**config.mk**
```make
export PLATFORM = sky130hd
export DESIGN_NAME = dff_reg_arbiter
export DESIGN_NICKNAME = d
export VERILOG_FILES = /design/src/rtl/dff_reg_arbiter.sv
export SDC_FILE = /design/constraint.sdc
export NUM_CORES = 1
export LEC_CHECK = 0
export CAP_MARGIN = 20
export CORE_ASPECT_RATIO = 1.25
export CORE_MARGIN = 2
export CORE_UTILIZATION = 44
export CTS_CLUSTER_DIAMETER = 80
export CTS_CLUSTER_SIZE = 25
export DETAILED_ROUTE_END_ITERATION = 8
export PLACE_DENSITY = 0.87
export REMOVE_ABC_BUFFERS = 1
export SYNTH_ARGS = -nofsm -noshare
export SYNTH_HDL_FRONTEND = slang
export SYNTH_SLANG_ARGS = --single-unit
```
**constraint.sdc**
```tcl
create_clock -name clk -period 1.9 [get_ports clk]
set_input_delay 0.19 -clock clk [delete_from_list [all_inputs] [get_ports clk]]
set_output_delay 0.19 -clock clk [all_outputs]
set_load 0.1 [all_outputs]
```
**src/rtl/dff_reg_arbiter.sv**
```systemverilog
// -----------------------------------------------------------------------------
// dff_reg_arbiter
//
// Round-robin arbiter and write sequencer for one shared WIDTH-bit register.
// N producers raise req; one is granted at a time, its data slice is captured
// into q on the committing edge, and a one-cycle ack pulse reports the write.
// An owner holding lock keeps the grant for a burst of at most MAX_LOCK
// consecutive granted cycles.
//
// Ports:
//   clk    : rising-edge clock
//   reset  : asynchronous active-low reset
//   req    : [N]        per-requester write request (level)
//   lock   : [N]        per-requester burst hold, looked at for the owner only
//   wdata  : [N*WIDTH]  requester i data at [i*WIDTH +: WIDTH]
//   grant  : [N]        registered one-hot grant, 0 when idle
//   ack    : [N]        one-hot pulse, write committed on the previous edge
//   q      : [WIDTH]    shared register contents
//   owner  : [clog2(N)] index of the last requester that committed a write
//   valid  : 1          set once any write has committed since reset
// -----------------------------------------------------------------------------
module dff_reg_arbiter #(
  parameter int N        = 4,
  parameter int WIDTH    = 8,
  parameter int MAX_LOCK = 4
) (
  input  logic                   clk,
  input  logic                   reset,
  input  logic [N-1:0]           req,
  input  logic [N-1:0]           lock,
  input  logic [N*WIDTH-1:0]     wdata,
  output logic [N-1:0]           grant,
  output logic [N-1:0]           ack,
  output logic [WIDTH-1:0]       q,
  output logic [$clog2(N)-1:0]   owner,
  output logic                   valid
);

  localparam int IW = $clog2(N);
  localparam int CW = $clog2(MAX_LOCK + 1);
  localparam logic [CW-1:0] MAX_CNT = CW'(MAX_LOCK);

  typedef enum logic [1:0] {
    IDLE,
    GRANT,
    LOCKED
  } state_t;

  state_t          state, state_n;
  logic [N-1:0]    grant_n, ack_n;
  logic [WIDTH-1:0] q_n;
  logic [IW-1:0]   owner_n;
  logic            valid_n;
  logic [IW-1:0]   ptr, ptr_n;     // round-robin scan start
  logic [IW-1:0]   cur, cur_n;     // index of the requester currently granted
  logic [CW-1:0]   cnt, cnt_n;     // granted cycles used by the current owner
  logic [IW-1:0]   pick_idx;
  logic [IW-1:0]   cur_inc;

  // First requester at or after ptr, wrapping N-1 -> 0. Only consumed in IDLE
  // when req is non-zero, so the fallback value is irrelevant.
  always_comb begin : pick_blk
    logic found;
    int   j;
    found    = 1'b0;
    j        = 0;
    pick_idx = ptr;
    for (int k = 0; k < N; k++) begin
      j = int'(ptr) + k;
      if (j >= N) j = j - N;
      if (!found && req[j]) begin
        found    = 1'b1;
        pick_idx = IW'(j);
      end
    end
  end

  assign cur_inc = (cur == IW'(N - 1)) ? '0 : cur + IW'(1);

  // NOTE: every variable written here gets a default first, so no path can
  // leave one unassigned and infer a latch.
  always_comb begin
    state_n = state;
    grant_n = grant;
    ack_n   = '0;
    q_n     = q;
    owner_n = owner;
    valid_n = valid;
    ptr_n   = ptr;
    cur_n   = cur;
    cnt_n   = cnt;

    unique case (state)
      IDLE: begin
        if (req != '0) begin
          cur_n          = pick_idx;
          grant_n        = '0;
          grant_n[pick_idx] = 1'b1;
          cnt_n          = CW'(1);
          state_n        = GRANT;
        end
      end

      // GRANT and LOCKED commit and leave under identical rules; the two
      // states only differ in how far into the burst cnt has advanced.
      GRANT, LOCKED: begin
        if (req[cur]) begin
          q_n     = wdata[int'(cur)*WIDTH +: WIDTH];
          ack_n   = grant;
          owner_n = cur;
          valid_n = 1'b1;
        end
        if (req[cur] && lock[cur] && (cnt < MAX_CNT)) begin
          cnt_n   = cnt + CW'(1);
          state_n = LOCKED;
        end else begin
          // Release, including the abort case where req dropped.
          grant_n = '0;
          ptr_n   = cur_inc;
          state_n = IDLE;
        end
      end

      default: begin
        state_n = IDLE;
        grant_n = '0;
      end
    endcase
  end

  // NOTE: state registers use non-blocking assignments so every register
  // samples the pre-edge values, independent of statement order.
  always_ff @(posedge clk or negedge reset) begin
    if (!reset) begin
      state <= IDLE;
      grant <= '0;
      ack   <= '0;
      q     <= '0;
      owner <= '0;
      valid <= 1'b0;
      ptr   <= '0;
      cur   <= '0;
      cnt   <= '0;
    end else begin
      state <= state_n;
      grant <= grant_n;
      ack   <= ack_n;
      q     <= q_n;
      owner <= owner_n;
      valid <= valid_n;
      ptr   <= ptr_n;
      cur   <= cur_n;
      cnt   <= cnt_n;
    end
  end

endmodule

```
## Yosys cells after proc, flatten, opt, wreduce, memory -nomap -nowiden

Index checks and enable logic that the tools add are counted.
Widths: inputs -> output; s select.

- Register bits: 28
- Input bits: 42
- Output and inout port bits: 19
- Logic and storage cells: 97

- Add/sub/neg operators: 9
- Magnitude comparators: 12
- Equality and inequality tests: 6
- Shift-type cells: 1
- Mux-type cells: 41
- Bitwise gates (word level): 1
- Reductions and logical operators: 18

Operators with widths:

| cell | number |
|---|---|
| $lt 32x4->1 const B | 4 |
| $mux 32 | 4 |
| $shiftx 32x6->8 | 1 |
| $mux 4 | 4 |
| $mux 1 | 14 |
| $mux 2 | 7 |
| $bmux 1 s2 | 6 |
| $sub 3x3->4 const B | 3 |
| $ge 3x3->1 const B | 3 |
| $pmux 4 s2 | 1 |
| $reduce_and 2->1 | 4 |
| $add 2x2->3 const B | 2 |
| $logic_and 1x1->1 | 6 |
| $lt 2x3->1 const B | 2 |
| $mux 3 | 2 |
| $ne 2x2->1 const B | 3 |
| $pmux 3 s2 | 1 |
| $eq 2x2->1 const B | 2 |
| $pmux 2 s2 | 1 |
| $reduce_bool 4->1 | 1 |
| $sub 2x3->4 const B | 1 |
| $add 2x1->3 const B | 1 |
| $add 3x1->3 const B | 1 |
| $ge 2x3->1 const B | 1 |
| other kinds (11) | 13 |

## Logic depth before layout (Yosys ltp)

- Depth in word-level cells: 21
- Depth in mapped cells: 7
- Mapped depth without buffers: 6

## Worst setup path after synthesis

No wires, ideal clock.

- Kind: register to register
- From: register state[1]
- To: register cnt[0]
- Library setup time: 0.121 ns
- Data arrival time: 1.575 ns
- Required time: 1.779 ns
- Path slack: 0.204 ns
- Cell stages (with the launch flop): 7
- Buffers on the path: 1
- Clock period less this slack: 1.696 ns
- Path through: dfrtp_1 inv_1 ha_1 clkbuf_1 nor2b_1 nand2_1 a22o_1

- Word-level cells in the longest chain between the ends: 4
- Elaborated cells on any way between the ends: 9
- Those cells by class: eq/ne: 4; mux: 1; reduce/logical: 4

RTL lines:

| what | RTL line | source |
|---|---|---|
| start, declared | 49 | `state_t state, state_n;` |
| start signal, assigned | 145 | `state <= state_n;` |
| $eq 2x1->1 / $eq 2x2->1 (equally long branches) | 93 | `unique case (state)` |
| $reduce_or 2->1 | 93 |  |
| $ne 2x2->1 (no line) / $reduce_bool 2->1 (equally long branches) | -- |  |
| $reduce_and 3->1 (no line) | -- |  |
| end signal, assigned | 153 | `cnt <= cnt_n;` |
| end, declared | 56 | `logic [CW-1:0] cnt, cnt_n;` |

Parallel ways exist; a longest one is shown, timed or not.
A chain may end at the register's enable or synchronous reset.

## Worst setup path in the final report

- From: register cur[0]
- To: register owner[0]

- Word-level cells in the longest chain between the ends: 3

RTL lines:

| what | RTL line | source |
|---|---|---|
| start, declared | 55 | `logic [IW-1:0] cur, cur_n;` |
| start signal, assigned | 152 | `cur <= cur_n;` |
| $bmux 1 s2 | 107 | `if (req[cur]) begin` |
| $mux 1 (implied by the code) | 107 |  |
| $reduce_and 2->1 (no line) | -- |  |
| end signal, assigned | 149 | `owner <= owner_n;` |
| end, declared | 35 | `output logic [$clog2(N)-1:0] owner,` |

Parallel ways exist; a longest one is shown, timed or not. The select of a mux whose other input is x is not followed.

==> flow_summary.json <==
{
  "io_buffers": 60,
  "hold_buffers": 0,
  "yosysMostFrequentCell": "dfrtp_1",
  "violations": "design-rule violations",
  "critPathKind": "reg -> reg",
  "firstDrtPassIters": 7,
  "grt_pass1_vias": 1370,
  "syn_area_um2": 1655,
  "arrival_ns": 1.91,
  "vias": 1363,
  "drive_above_1_share_pct": 28.78,
  "ys_types": 37,
  "numCtsBuffers": 3,
  "end_kind": "register",
  "cts_tree": "done",
  "io_pins": 61,
  "clock_path_buffers": 2,
  "setup_slack_ns": 0.1617,
  "slowest_delay_ns": 0.58,
  "gp_congestion": 0.8659,
  "area.growth.synth_to_final_pct": 42.78,
  "cts-root-buf": "clkbuf_8",
  "multi_input_area_um2": 865.8,
  "syn_inst": 137,
  "post_cts_buffers": 0,
  "ys.flop_type": "dfrtp_1",
  "outcome": "complete, but fails checks",
  "vias_per_cell": 5.586,
  "worstPathMaxFanout": 12,
  "die_area_um2": 4272,
  "fin_skew_ns": 0.005864,
  "grt_antenna_before_repair": 0,
  "grt_pass1_wl_mm": 6.437,
  "worstSkewPairLatency_ns": 0.29,
  "avgRoutedWirePerCell_um": 16.70,
  "grt.total_usage_pct": 20.48,
  "first_iter_violations": 48,
  "synth-seq-cells": 28,
  "setup_viol": 0,
  "slowest_stage": "mux4_2",
  "fmax_mhz": 575.3,
  "start_util_pct": 46.72,
  "slew_headroom_pct": 76.58,
  "worst_pin_slew_ns": 0.3513,
  "synth_largest_area_cell": "dfrtp_1",
  "worstHoldPathType": "in -> async",
  "post_cts_resized": 0,
  "antenna_left": 0,
  "drcViolationCount": 10,
  "die_h_um": 72.58,
  "synth.area.top_cells": "dfrtp_1, mux4_2, mux2_4",
  "synth.avg_cell_area_um2": 12.08,
  "period_share_pct": 91.49,
  "nets": 252,
  "register_area_um2": 700.7,
  "ys_seq_area_share_pct": 42.33,
  "cp_cell_sequence": "mux4_2 -> nand2_4 -> mux2_2",
  "fin_crit_ns": 1.738,
  "synthArstFlopShare_pct": 100.0,
  "numClockSinks": 28,
  "yosysWarningCount": 0,
  "slew_violations": 0,
  "rows": 24,
  "cp.required_ns": 2.07,
  "rsz0062_at_grt": "false",
  "start_kind": "register",
  "dpl_worst_slack_ns": -0.006849,
  "diodes": 0,
  "synthTopCellsByCount": "dfrtp_1, mux4_2, nand2_1",
  "clk_pin_slew_ns": 0.09,
  "drt_wl_total_mm": 4.076,
  "cp_top_family": "multiplexers",
  "overflow": 0,
  "nFillCells": 246,
  "core_um2": 3543,
  "max-cap-violations": 0,
  "hold_viol_final": 0,
  "grt_start_max_net_pins": 29,
  "cp_num_buf_inv": 0,
  "dpl.hpwl_mm": 3.118,
  "die_width_um": 58.86,
  "synth_edf_count": 0,
  "netlist.area_leader.share_pct": 42.33,
  "ctsHtreeMaxLevel": 1
}
## path summary, 6_finish.rpt
path,from,end,slack [ns],cells past startpoint
worst max-delay path,cur[0],owner[0],0.16,3
worst min-delay path,reset,q[6],0.27,2
worst max register to register,cur[0],owner[0],0.16,3
worst min register to register,valid,valid,0.48,1
max in group asynchronous,reset,ack[2],1.37,2
min in group clk,valid,valid,0.48,1
## per-layer routing
layer  vias to the layer above  GRT usage (%)  routed length, um
met4                         0          10.10                106
met5                         -              0                  0
met1                       645          25.06               1549
met3                         7          5.674                409
li1                        645              -                  -
met2                        66          32.96               2009
## cell families after synthesis
group / Yosys count / share of synthesized area, %
buffers and inverters: 16 / 5.367
flip-flops: 28 / 42.33
AND/OR/NAND/NOR: 37 / 12.02
AO/OA/AOI/OAI: 28 / 11.72
multiplexers: 24 / 25.55
adder cells (fa/ha/maj): 4 / 3.024
## worst register-to-register path: cells and delay by family (launching register included)
family / cells / cell delay [ns]
DFF: 1 / 0.47
muxes: 2 / 0.94
and+or+nand+nor: 1 / 0.22
## cell usage in the layout (no fill, tap or decap), types with 3 or more instances in the layout
master	count
mux4_2	11
mux2_4	8
o21ai_0	4
nor2_1	5
nand2b_1	3
nor2b_1	4
buf_4	32
nand3_1	3
inv_1	7
dfrtp_1	28
clkdlybuf4s50_1	41
and2_1	4
a31oi_1	4
a21oi_1	4
o31ai_1	3
nand2_1	9
ha_1	4
and3_1	6
clkbuf_8	3
## through the flow
| step | setup TNS, ns | util [%] | hold WS (ns) | instance area (um2) | cells |
|---|---|---|---|---|---|
| 6_report | 0 | 66.70 | 0.2653 | 2364 | 244 |
| 3_3_place_gp | 0 | 64.69 | 0.4636 | 2292 | 240 |
| 2_1_floorplan | -1.018 | - | -0.1056 | 1593 | 128 |
| 5_1_grt | 0 | 66.70 | 0.2989 | 2364 | 244 |
| 3_5_place_dp | -0.01557 | 64.69 | 0.4555 | 2292 | 240 |
| 4_1_cts | 0 | 66.70 | 0.2772 | 2364 | 244 |
## flip-flops by register name, summed over array words and instances, names as in the netlist
register,count
q,8
ack,4
grant,4
cnt,3
cur,2
owner,2
ptr,2
state,2
valid,1
## layout make-up
cell class	instances	share of cell area, %
Multi-Input combinational cell	93	36.63
Inverter	7	1.112
Timing Repair Buffer	73	27.53
Tap cell	39	2.065
Clock buffer	3	1.747
Sequential cell	28	29.65
Clock inverter	1	1.271
Power is left out: the tool's default activity adds up to more than one toggle a clock period on the data nets, which glitch-free logic cannot reach.
